--- src/rtl/track_volume_ctrl_pkg.sv ---
// Shared definitions for the track/volume controller: widths, command bit
// layout and the track-switch handshake states.
package track_volume_ctrl_pkg;

  localparam int TRACK_W  = 3;
  localparam int VOLUME_W = 4;
  localparam int STEP_W   = 3;
  localparam int CMD_W    = 8;

  // cmd = {PREV, NEXT, UP, DOWN}
  localparam int CMD_DOWN_BIT = 0;
  localparam int CMD_UP_BIT   = 1;
  localparam int CMD_NEXT_LSB = 2;
  localparam int CMD_PREV_LSB = 5;

  typedef enum logic [1:0] {
    ST_IDLE   = 2'd0,
    ST_REQ    = 2'd1,
    ST_COMMIT = 2'd2
  } state_t;

endpackage

--- src/rtl/track_volume_ctrl_cmd_edge_detect.sv ---
// Flags a new remote command: the vector differs from last cycle's and is
// not all-zero, so a held command fires once and repeats need a zero gap.
module track_volume_ctrl_cmd_edge_detect
  import track_volume_ctrl_pkg::*;
(
  input  logic             CLK,
  input  logic             RST,
  input  logic [CMD_W-1:0] cmd,
  output logic             evt,
  output logic [CMD_W-1:0] evt_cmd
);

  logic [CMD_W-1:0] cmd_prev_reg;

  always_ff @(posedge CLK or posedge RST) begin
    if (RST) begin
      cmd_prev_reg <= '0;
    end else begin
      cmd_prev_reg <= cmd;
    end
  end

  assign evt     = (cmd != cmd_prev_reg) && (cmd != '0);
  assign evt_cmd = cmd;

endmodule

--- src/rtl/track_volume_ctrl.sv ---
// Turns decoded remote commands into saturating volume steps or wrapped
// track moves, stopping the player via a request/ack handshake first.
module track_volume_ctrl
  import track_volume_ctrl_pkg::*;
#(
  parameter int NUM_TRACKS  = 8,
  parameter int VOL_MAX     = 15,
  parameter int VOL_INIT    = 8,
  parameter int ACK_TIMEOUT = 50000000
) (
  input  logic                CLK,
  input  logic                RST,
  input  logic [STEP_W-1:0]   PREV,
  input  logic [STEP_W-1:0]   NEXT,
  input  logic                UP,
  input  logic                DOWN,
  input  logic                SWITCH_ACK,
  output logic [TRACK_W-1:0]  TRACK,
  output logic [VOLUME_W-1:0] VOLUME,
  output logic                SWITCH_REQ,
  output logic                TRACK_CHANGED,
  output logic                BUSY
);

  localparam int CNT_W = $clog2(ACK_TIMEOUT + 1);
  localparam logic [CNT_W-1:0]    CNT_LAST   = CNT_W'(ACK_TIMEOUT - 1);
  localparam logic [TRACK_W-1:0]  TRACK_MASK = TRACK_W'(NUM_TRACKS - 1);
  localparam logic [VOLUME_W-1:0] VOL_TOP    = VOLUME_W'(VOL_MAX);

  // One extra bit keeps the borrow of a backward step from leaking into the mask.
  function automatic logic [TRACK_W-1:0] step_track(input logic [TRACK_W-1:0] cur,
                                                     input logic [STEP_W-1:0]  step,
                                                     input logic               fwd);
    logic [TRACK_W:0] sum;
    sum = fwd ? ({1'b0, cur} + {1'b0, step}) : ({1'b0, cur} - {1'b0, step});
    return TRACK_W'(sum & {1'b0, TRACK_MASK});
  endfunction

  logic               evt;
  logic [CMD_W-1:0]   evt_cmd;
  logic [STEP_W-1:0]  evt_next_step, evt_prev_step, evt_step;
  logic               evt_fwd, track_evt, vol_evt;

  state_t               state_reg, state_next;
  logic [TRACK_W-1:0]   track_reg, track_next, target_reg, target_next, cand;
  logic [VOLUME_W-1:0]  volume_reg, volume_next;
  logic [CNT_W-1:0]     cnt_reg, cnt_next;
  logic                 pend_valid_reg, pend_valid_next, pend_fwd_reg, pend_fwd_next;
  logic [STEP_W-1:0]    pend_step_reg, pend_step_next, sel_step;
  logic                 sel_valid, sel_fwd;

  track_volume_ctrl_cmd_edge_detect u_edge (
    .CLK     (CLK),
    .RST     (RST),
    .cmd     ({PREV, NEXT, UP, DOWN}),
    .evt     (evt),
    .evt_cmd (evt_cmd)
  );

  assign evt_next_step = evt_cmd[CMD_NEXT_LSB +: STEP_W];
  assign evt_prev_step = evt_cmd[CMD_PREV_LSB +: STEP_W];
  assign evt_fwd       = (evt_next_step != '0);
  assign evt_step      = evt_fwd ? evt_next_step : evt_prev_step;
  assign track_evt     = evt && ((evt_next_step != '0) || (evt_prev_step != '0));
  assign vol_evt       = evt && !track_evt;

  always_comb begin
    volume_next = volume_reg;
    if (vol_evt) begin
      if (evt_cmd[CMD_UP_BIT] && !evt_cmd[CMD_DOWN_BIT] && (volume_reg < VOL_TOP)) begin
        volume_next = volume_reg + VOLUME_W'(1);
      end else if (evt_cmd[CMD_DOWN_BIT] && !evt_cmd[CMD_UP_BIT] && (volume_reg != '0)) begin
        volume_next = volume_reg - VOLUME_W'(1);
      end
    end
  end

  always_comb begin
    state_next      = state_reg;
    track_next      = track_reg;
    target_next     = target_reg;
    cnt_next        = cnt_reg;
    pend_valid_next = pend_valid_reg;
    pend_step_next  = pend_step_reg;
    pend_fwd_next   = pend_fwd_reg;
    sel_valid       = 1'b0;
    sel_step        = evt_step;
    sel_fwd         = evt_fwd;
    case (state_reg)
      ST_IDLE: begin
        sel_valid = track_evt;
      end
      ST_REQ: begin
        cnt_next = cnt_reg + CNT_W'(1);
        if (track_evt) begin
          pend_valid_next = 1'b1;
          pend_step_next  = evt_step;
          pend_fwd_next   = evt_fwd;
        end
        if (SWITCH_ACK || (cnt_reg == CNT_LAST)) begin
          state_next = ST_COMMIT;
          track_next = target_reg;
        end
      end
      ST_COMMIT: begin
        // TRACK already holds the new index here, so pending steps apply to it.
        cnt_next        = '0;
        state_next      = ST_IDLE;
        pend_valid_next = 1'b0;
        if (track_evt) begin
          sel_valid = 1'b1;
        end else if (pend_valid_reg) begin
          sel_valid = 1'b1;
          sel_step  = pend_step_reg;
          sel_fwd   = pend_fwd_reg;
        end
      end
      default: state_next = ST_IDLE;
    endcase
    cand = step_track(track_reg, sel_step, sel_fwd);
    if (sel_valid && (cand != track_reg)) begin
      target_next = cand;
      state_next  = ST_REQ;
    end
  end

  always_ff @(posedge CLK or posedge RST) begin
    if (RST) begin
      state_reg      <= ST_IDLE;
      track_reg      <= '0;
      target_reg     <= '0;
      volume_reg     <= VOLUME_W'(VOL_INIT);
      cnt_reg        <= '0;
      pend_valid_reg <= 1'b0;
      pend_step_reg  <= '0;
      pend_fwd_reg   <= 1'b0;
    end else begin
      state_reg      <= state_next;
      track_reg      <= track_next;
      target_reg     <= target_next;
      volume_reg     <= volume_next;
      cnt_reg        <= cnt_next;
      pend_valid_reg <= pend_valid_next;
      pend_step_reg  <= pend_step_next;
      pend_fwd_reg   <= pend_fwd_next;
    end
  end

  assign TRACK         = track_reg;
  assign VOLUME        = volume_reg;
  assign SWITCH_REQ    = (state_reg == ST_REQ);
  assign TRACK_CHANGED = (state_reg == ST_COMMIT);
  assign BUSY          = (state_reg != ST_IDLE);

endmodule

--- config.mk ---
export PLATFORM = sky130hd
export DESIGN_NAME = track_volume_ctrl
export DESIGN_NICKNAME = d
export VERILOG_FILES = /design/src/rtl/track_volume_ctrl_pkg.sv /design/src/rtl/track_volume_ctrl_cmd_edge_detect.sv /design/src/rtl/track_volume_ctrl.sv
export SDC_FILE = /design/constraint.sdc
export NUM_CORES = 1
export LEC_CHECK = 0
export CAP_MARGIN = 20
export CELL_PAD_IN_SITES_DETAIL_PLACEMENT = 1
export CELL_PAD_IN_SITES_GLOBAL_PLACEMENT = 2
export CORE_MARGIN = 2
export CORE_UTILIZATION = 40
export DETAILED_ROUTE_END_ITERATION = 12
export PLACE_DENSITY_LB_ADDON = 0.1
export SYNTH_ARGS = -nofsm -noshare
export SYNTH_HDL_FRONTEND = slang
export SYNTH_SLANG_ARGS = --single-unit
export TNS_END_PERCENT = 100
--- constraint.sdc ---
create_clock -name CLK -period 10.75 [get_ports CLK]
set_input_delay 1.6125 -clock CLK [delete_from_list [all_inputs] [get_ports CLK]]
set_output_delay 1.6125 -clock CLK [all_outputs]
set_load 0.03 [all_outputs]
=== Word level (Yosys, flattened, before mapping) ===
Index checks and enable logic that the tools add are counted.

* Add/subtract/negate cells: 5
* Magnitude comparators: 1
* Eq/ne operators: 8
* Multiplexer cells: 19
* Reductions and logical operators: 26

{| class="wikitable"
|+ Operators with widths
! operator !! number
|-
| $pmux W26 S2 || 1
|-
| $add A26 B1 Y26 const B || 1
|-
| $eq A26 B26 Y1 const B || 1
|-
| $mux W3 || 5
|-
| $reduce_and A2 Y1 || 5
|-
| $logic_and A1 B1 Y1 || 8
|-
| $mux W4 || 2
|-
| $ne A8 B8 Y1 || 1
|-
| $reduce_bool A8 Y1 || 1
|-
| $mux W1 || 6
|-
| $reduce_bool A2 Y1 || 3
|-
| $reduce_bool A3 Y1 || 2
|-
| $add A4 B1 Y4 const B || 1
|-
| $lt A4 B4 Y1 const B || 1
|-
| $mux W2 || 2
|-
| $pmux W1 S2 || 2
|-
| $pmux W2 S2 || 1
|-
| $reduce_bool A4 Y1 || 1
|-
| $sub A4 B1 Y4 const B || 1
|-
| $add A3 B3 Y3 || 1
|-
| $logic_not A1 Y1 || 3
|-
| $ne A3 B1 Y1 const B || 1
|-
| $ne A3 B3 Y1 || 1
|-
| $sub A3 B3 Y3 || 1
|-
| 6 further kinds || 7
|}

* Register bits after elaboration: 51
* Bits of input ports: 11
* Word-level logic and storage cells: 68

=== Depth between registers and ports, before layout ===
* Depth in word-level cells: 11
* Mapped depth: 19

=== Cells and area by module ===
From an unflattened synthesis, not the netlist that was laid out.

* Cell total of the unflattened synthesis: 285
* Area, all modules: 2747.6 um2

{| class="wikitable"
|+ Modules (own cells, without submodules)
! module !! instances !! cells each !! area each (um2) !! sequential area each (um2)
|-
| track_volume_ctrl || 1 || 255 || 2381.0 || 1077.3
|-
| track_volume_ctrl_cmd_edge_detect || 1 || 30 || 366.6 || 200.2
|}

=== Worst setup path before layout ===
No wires, ideal clock.

* Path type: input-to-reg
* From: in NEXT[2]
* To: reg target_reg[0]
* Data arrival time: 5452 ps
* Slack: 5171 ps
* Cell stages on the path: 17
* Path buffers: 1
* Cell sequence: buf_6 nor3_1 a21oi_1 nor2_1 mux2_2 ha_1 inv_1 o311ai_0 fa_1 xnor2_1 or4_1 and4_1 o2111ai_1 o211a_1 o21ai_1 nand2_1 mux2_1

* Word-level cells in the longest chain between the ends: 9
* Elaborated cells on any way between the ends: 20
* Those cells by class: add/sub (2); eq/ne (2); mux (10); reduce/logical (6)

{| class="wikitable"
|+ Ends and longest elaborated chain
! what !! line !! source
|-
| start: declaration || track_volume_ctrl.sv:14 || <nowiki>input logic [STEP_W-1:0] NEXT,</nowiki>
|-
| $ne A8 B8 Y1, or another cell as far along || track_volume_ctrl_cmd_edge_detect.sv:23 || <nowiki>assign evt = (cmd != cmd_prev_reg) && (cmd != '0);</nowiki>
|-
| $logic_and A1 B1 Y1, or another cell as far along || track_volume_ctrl_cmd_edge_detect.sv:23 ||
|-
| $logic_and A1 B1 Y1 or $mux W3 (tied branches) || track_volume_ctrl.sv:64, track_volume_ctrl.sv:112 ||
|-
| $mux W3 || track_volume_ctrl.sv:110 || <nowiki>if (track_evt) begin</nowiki>
|-
| $mux W3 || track_volume_ctrl.sv:89 || <nowiki>case (state_reg)</nowiki>
|-
| $sub A3 B3 Y3 or $add A3 B3 Y3 (tied branches) || track_volume_ctrl.sv:35 || <nowiki>sum = fwd ? ({1'b0, cur} + {1'b0, step}) : ({1'b0, cur} - {1'b0, step});</nowiki>
|-
| $mux W3 || track_volume_ctrl.sv:35 ||
|-
| $ne A3 B3 Y1 || track_volume_ctrl.sv:121 || <nowiki>if (sel_valid && (cand != track_reg)) begin</nowiki>
|-
| $logic_and A1 B1 Y1 || track_volume_ctrl.sv:121 ||
|-
| end signal: assignment || track_volume_ctrl.sv:140 || <nowiki>target_reg <= target_next;</nowiki>
|-
| end: declaration || track_volume_ctrl.sv:45 || <nowiki>logic [TRACK_W-1:0] track_reg, track_next, target_reg, target_next, cand;</nowiki>
|}

Several ways; a longest one is shown, not always the timed one.
A chain may end at the register's enable or synchronous reset.

=== Worst setup path in the final report ===
* From: in NEXT[2]
* To: reg target_reg[1]

The elaborated chain is that of the path after synthesis.

==> metrics.md <==
| Metric | Value |
|---|---|
| Run status | completed |
| Clk slew on worst S/H paths | around 0.090 ns |
| Worst Reg-to-Reg Cells | 18 |
| Multiplexer area fraction after synthesis | 0.04670 |
| Setup TNS | 0 ns |
| PortBufs | 20 |
| Hold Path Depth | 1 |
| Starting Density | 0.4158 |
| Power Internal | approximately 0.44 mW |
| Post-detail-place hpwl | around 4.8 mm |
| Register bit total from synthesis | slightly above 50 |
| Area of the multi-input gates | ~1500 sq um |
| Clk root buf | clkbuf_8 |
| Worst vdd ir | between 0.09 and 0.1 mV |
| Total gr overflow | 0 |
| Gpl congestion | a little under 0.8 |
| Nets | between 300 and 400 |
| DR vias/cell | ~5.4 |
| Worst hold start | target_reg[0]$_DFFE_PP0P_ |
| GRT Total Usage | 0.1820 |
| CTS Buf Count | 5 |
| Drt pass-1 iters | 4 |
| Clk buf depth | 2 |
| Number of max-cap violations | 0 |
| XOR/XNOR Fraction of Synth Area | 0.1022 |
| Syn Inst Count | 292 |
| CP cell instances | clkdlybuf4s50_1, nor3_1, a21oi_1, nor2_1, mux2_2, ha_1, inv_1, o311ai_0, fa_1, xnor2_1, or4_1, and4_1, o2111ai_1, o211a_1, o21ai_1, nand2_1, mux2_1 |
| Worst setup slack after placement | 3.915 ns |
| Routed Antenna Nets | 0 |
| Clock power share | 0.188 |
| Fin crit period | approximately 6.5 ns |
| Largest register FFs | 26 |
| Fin crit share | 0.6041 |
| Met3 Track Usage GR | 0.02892 |
| RSZ-0062 raised after global routing | false |
| NetSw | about 0.29 mW |
| Post-synth EDFFs | 0 |
| Global-route wire length before repair | roughly 11 mm |
| Flop pwr share | 0.375 |
| CTS hold repair buffers | 0 |
| CP max FO | 10 |
| Fmax | approximately 0.15 GHz |
| Ant. Diodes | 0 |
| Fillcell total | 780 |
| Routed length per instance | roughly 16 um |
| Post-CTS resize count | 0 |
| Layout Skew | ~0.0052 ns |
| Post-synth top area share | 0.4405 |
| Synth Area in Simple Gates | 0.2150 |
| I/O Pins | 21 |
| # DRC | 0 |
| RR Startpoint | u_edge.cmd_prev_reg[1]$_DFF_PP0_ |
| Crit path capture type | register |
| Core area | ~7000 sq um |
| Sw Ratio | 0.3944 |
| Synthesized area | about 2800 sq um |
| Slowest-stage cell, CP | nor3_1 |
| Syn_area_per_cell | 9.727 sq um |
| Critical Setup Path Class | input port to register |
| Crit path launch type | input port |
| Crit. Startpoint | NEXT[2] |
| Fin worst setup slack | between 4 and 5 ns |
| Vias in the first global route | about 2300 |
| Area Growth Syn to Fin | 14.58% |
| Via count | around 2200 |
| Synth area leaders | dfrtp_1 (44%), xnor2_1 (5.2%), nor2_1 (4.4%) |
| Most frequent cells in the layout | dfrtp_1 (50), nor2_1 (33), nand2_1 (25) |
| Synth Warn # | 0 |
| Crit path largest cell delay | roughly 0.7 ns |
| Cell Rows | 30 |
| Post-Synth Adder-Cell Area | 0.04934 |
| M2 GR Usage | 0.3090 |
| Seq/Total Area, Yosys | 0.4498 |
| Post-CTS Setup Bufs | 0 |
| PD cells | around 220 nW/um^2 |
| Slew at the pin closest to its max-slew limit | roughly 0.79 ns |
| CTS tree | done |
| Hold endpoint | target_reg[0]$_DFFE_PP0P_ |
| Reg2reg setup slack | between 5 and 6 ns |
| Post-synth top area cell | dfrtp_1 |
| Largest net degree at the start of global routing | 52 |
| Logic pwr share | 0.437 |
| CP Data Required Time | about 11 ns |
| Sequential cell area | around 1300 sq um |
| Final Hold Violating Endpoints | 0 |
| Htree depth | 2 |
| Initial antenna violation count | 0 |
| Die X | 88.27 um |
| Largest family of logic cells by synthesized area | simple AND/OR/NAND/NOR gates |
| Final WL | between 6 and 7 mm |
| Commonest non-fill, non-tap cell in the layout | dfrtp_1 |
| Met1 Usage GRT | 0.2463 |
| 1st-iter DRT viols | 95 |
| Later-pin clock latency in the skew report | just over 0.3 ns |
| Synth Area in Compound Gates | 0.1106 |
| Number of distinct library cells after synthesis | 52 |
| Busiest grt layer | met2 |
| Lkg Pwr | roughly 1.4 nW |
| Overall die height | slightly below 90 um |
| Slew Limit Fails | 0 |
| Crit path DAT | ~6.7 ns |
| TritonCTS Sinks | about 50 |
| Mapped Nets | about 310 |
| Reg2reg end | target_reg[1]$_DFFE_PP0P_ |
| Die ar. | just under 8000 sq um |
| Asr flop ratio synth | 1.000 |
| Ys flop type | dfrtp_1 |
| Slew margin rel. | 0.4709 |
| Worst Hold Class | register to register |
| Share of cells above drive strength 1 | 0.07595 |
| Final setup fails | 0 |
[metal layers]
| metal | vias to the layer above | routed length [um] |
|---|---|---|
| met5 | - | 0 |
| met4 | 0 | 67 |
| met3 | 5 | 173 |
| met2 | 22 | 3165 |
| met1 | 1113 | 3140 |
| li1 | 1072 | - |
[worst max-delay path, delay by kind of cell]
family | cells | cell delay [ns]
muxes | 2 | 0.71
buffers and inverters | 2 | 0.66
adders and majority gates | 2 | 0.56
AOI/OAI and AO/OA | 5 | 1.20
xor gates and xnor gates | 1 | 0.16
and+or+nand+nor | 5 | 1.79
[worst max-delay path by stage]
stage / end / cells after the start
6_report: target_reg[1]$_DFFE_PP0P_ / 17
5_1_grt: target_reg[1]$_DFFE_PP0P_ / 17
4_1_cts: target_reg[1]$_DFFE_PP0P_ / 17
3_5_place_dp: target_reg[1]$_DFFE_PP0P_ / 17
3_3_place_gp: target_reg[1]$_DFFE_PP0P_ / 17
2_1_floorplan: target_reg[0]$_DFFE_PP0P_ / 17
[cell families (layout without fill, tap and decap cells)]
family,after synthesis,count (layout)
buffers and inverters,18,42
adders and majority gates,10,10
muxes,12,12
and+or+nand+nor,118,118
DFF,51,51
AOI/OAI and AO/OA,52,52
xor gates and xnor gates,31,31
[through the flow]
step                hold slack [ns]  instances  utilization  power [mW]  instance area (sq um)
finish                       0.5048        412       0.4764      0.7296                   3254
global route                 0.5196        412       0.4764      0.7884                   3254
CTS                          0.5101        412       0.4764      0.7393                   3254
detailed placement           0.4881        404       0.4599      0.6002                   3142
global placement             0.4785        404       0.4599      0.5873                   3142
floorplan                    0.4560        292            -      0.5044                   2840
[area by class of cell]
cell class / count / area share
clock inverter: 3 / 0.01346
inverter: 13 / 0.01499
sequential: 51 / 0.3925
clock buffer: 5 / 0.02115
tap: 96 / 0.03691
multi-input combinational: 223 / 0.4571
timing repair buffer: 21 / 0.06382
[power groups by stage]
| stage | registers [mW] | clock network (mW) | logic (mW) |
|---|---|---|---|
| 2_1_floorplan | 0.282 | 0 | 0.222 |
| 6_report | 0.274 | 0.137 | 0.319 |
| 3_3_place_gp | 0.276 | 0 | 0.311 |
| 3_5_place_dp | 0.278 | 0 | 0.322 |
| 4_1_cts | 0.274 | 0.141 | 0.324 |
| 5_1_grt | 0.280 | 0.149 | 0.359 |
[Yosys cell counts (3+ instances only)]
master	instances
dfrtp_1	50
nor2_1	33
nand2_1	25
xnor2_1	17
a21oi_1	16
o21ai_0	16
inv_1	13
xor2_1	13
nand4_1	11
ha_1	8
mux2_2	8
nand3_1	7
or3_1	6
and3_1	5
clkbuf_1	4
nor3_1	4
and2_1	3
nand2b_1	3
nor2b_1	3
o22ai_1	3
Power figures use the tool's default switching activity.
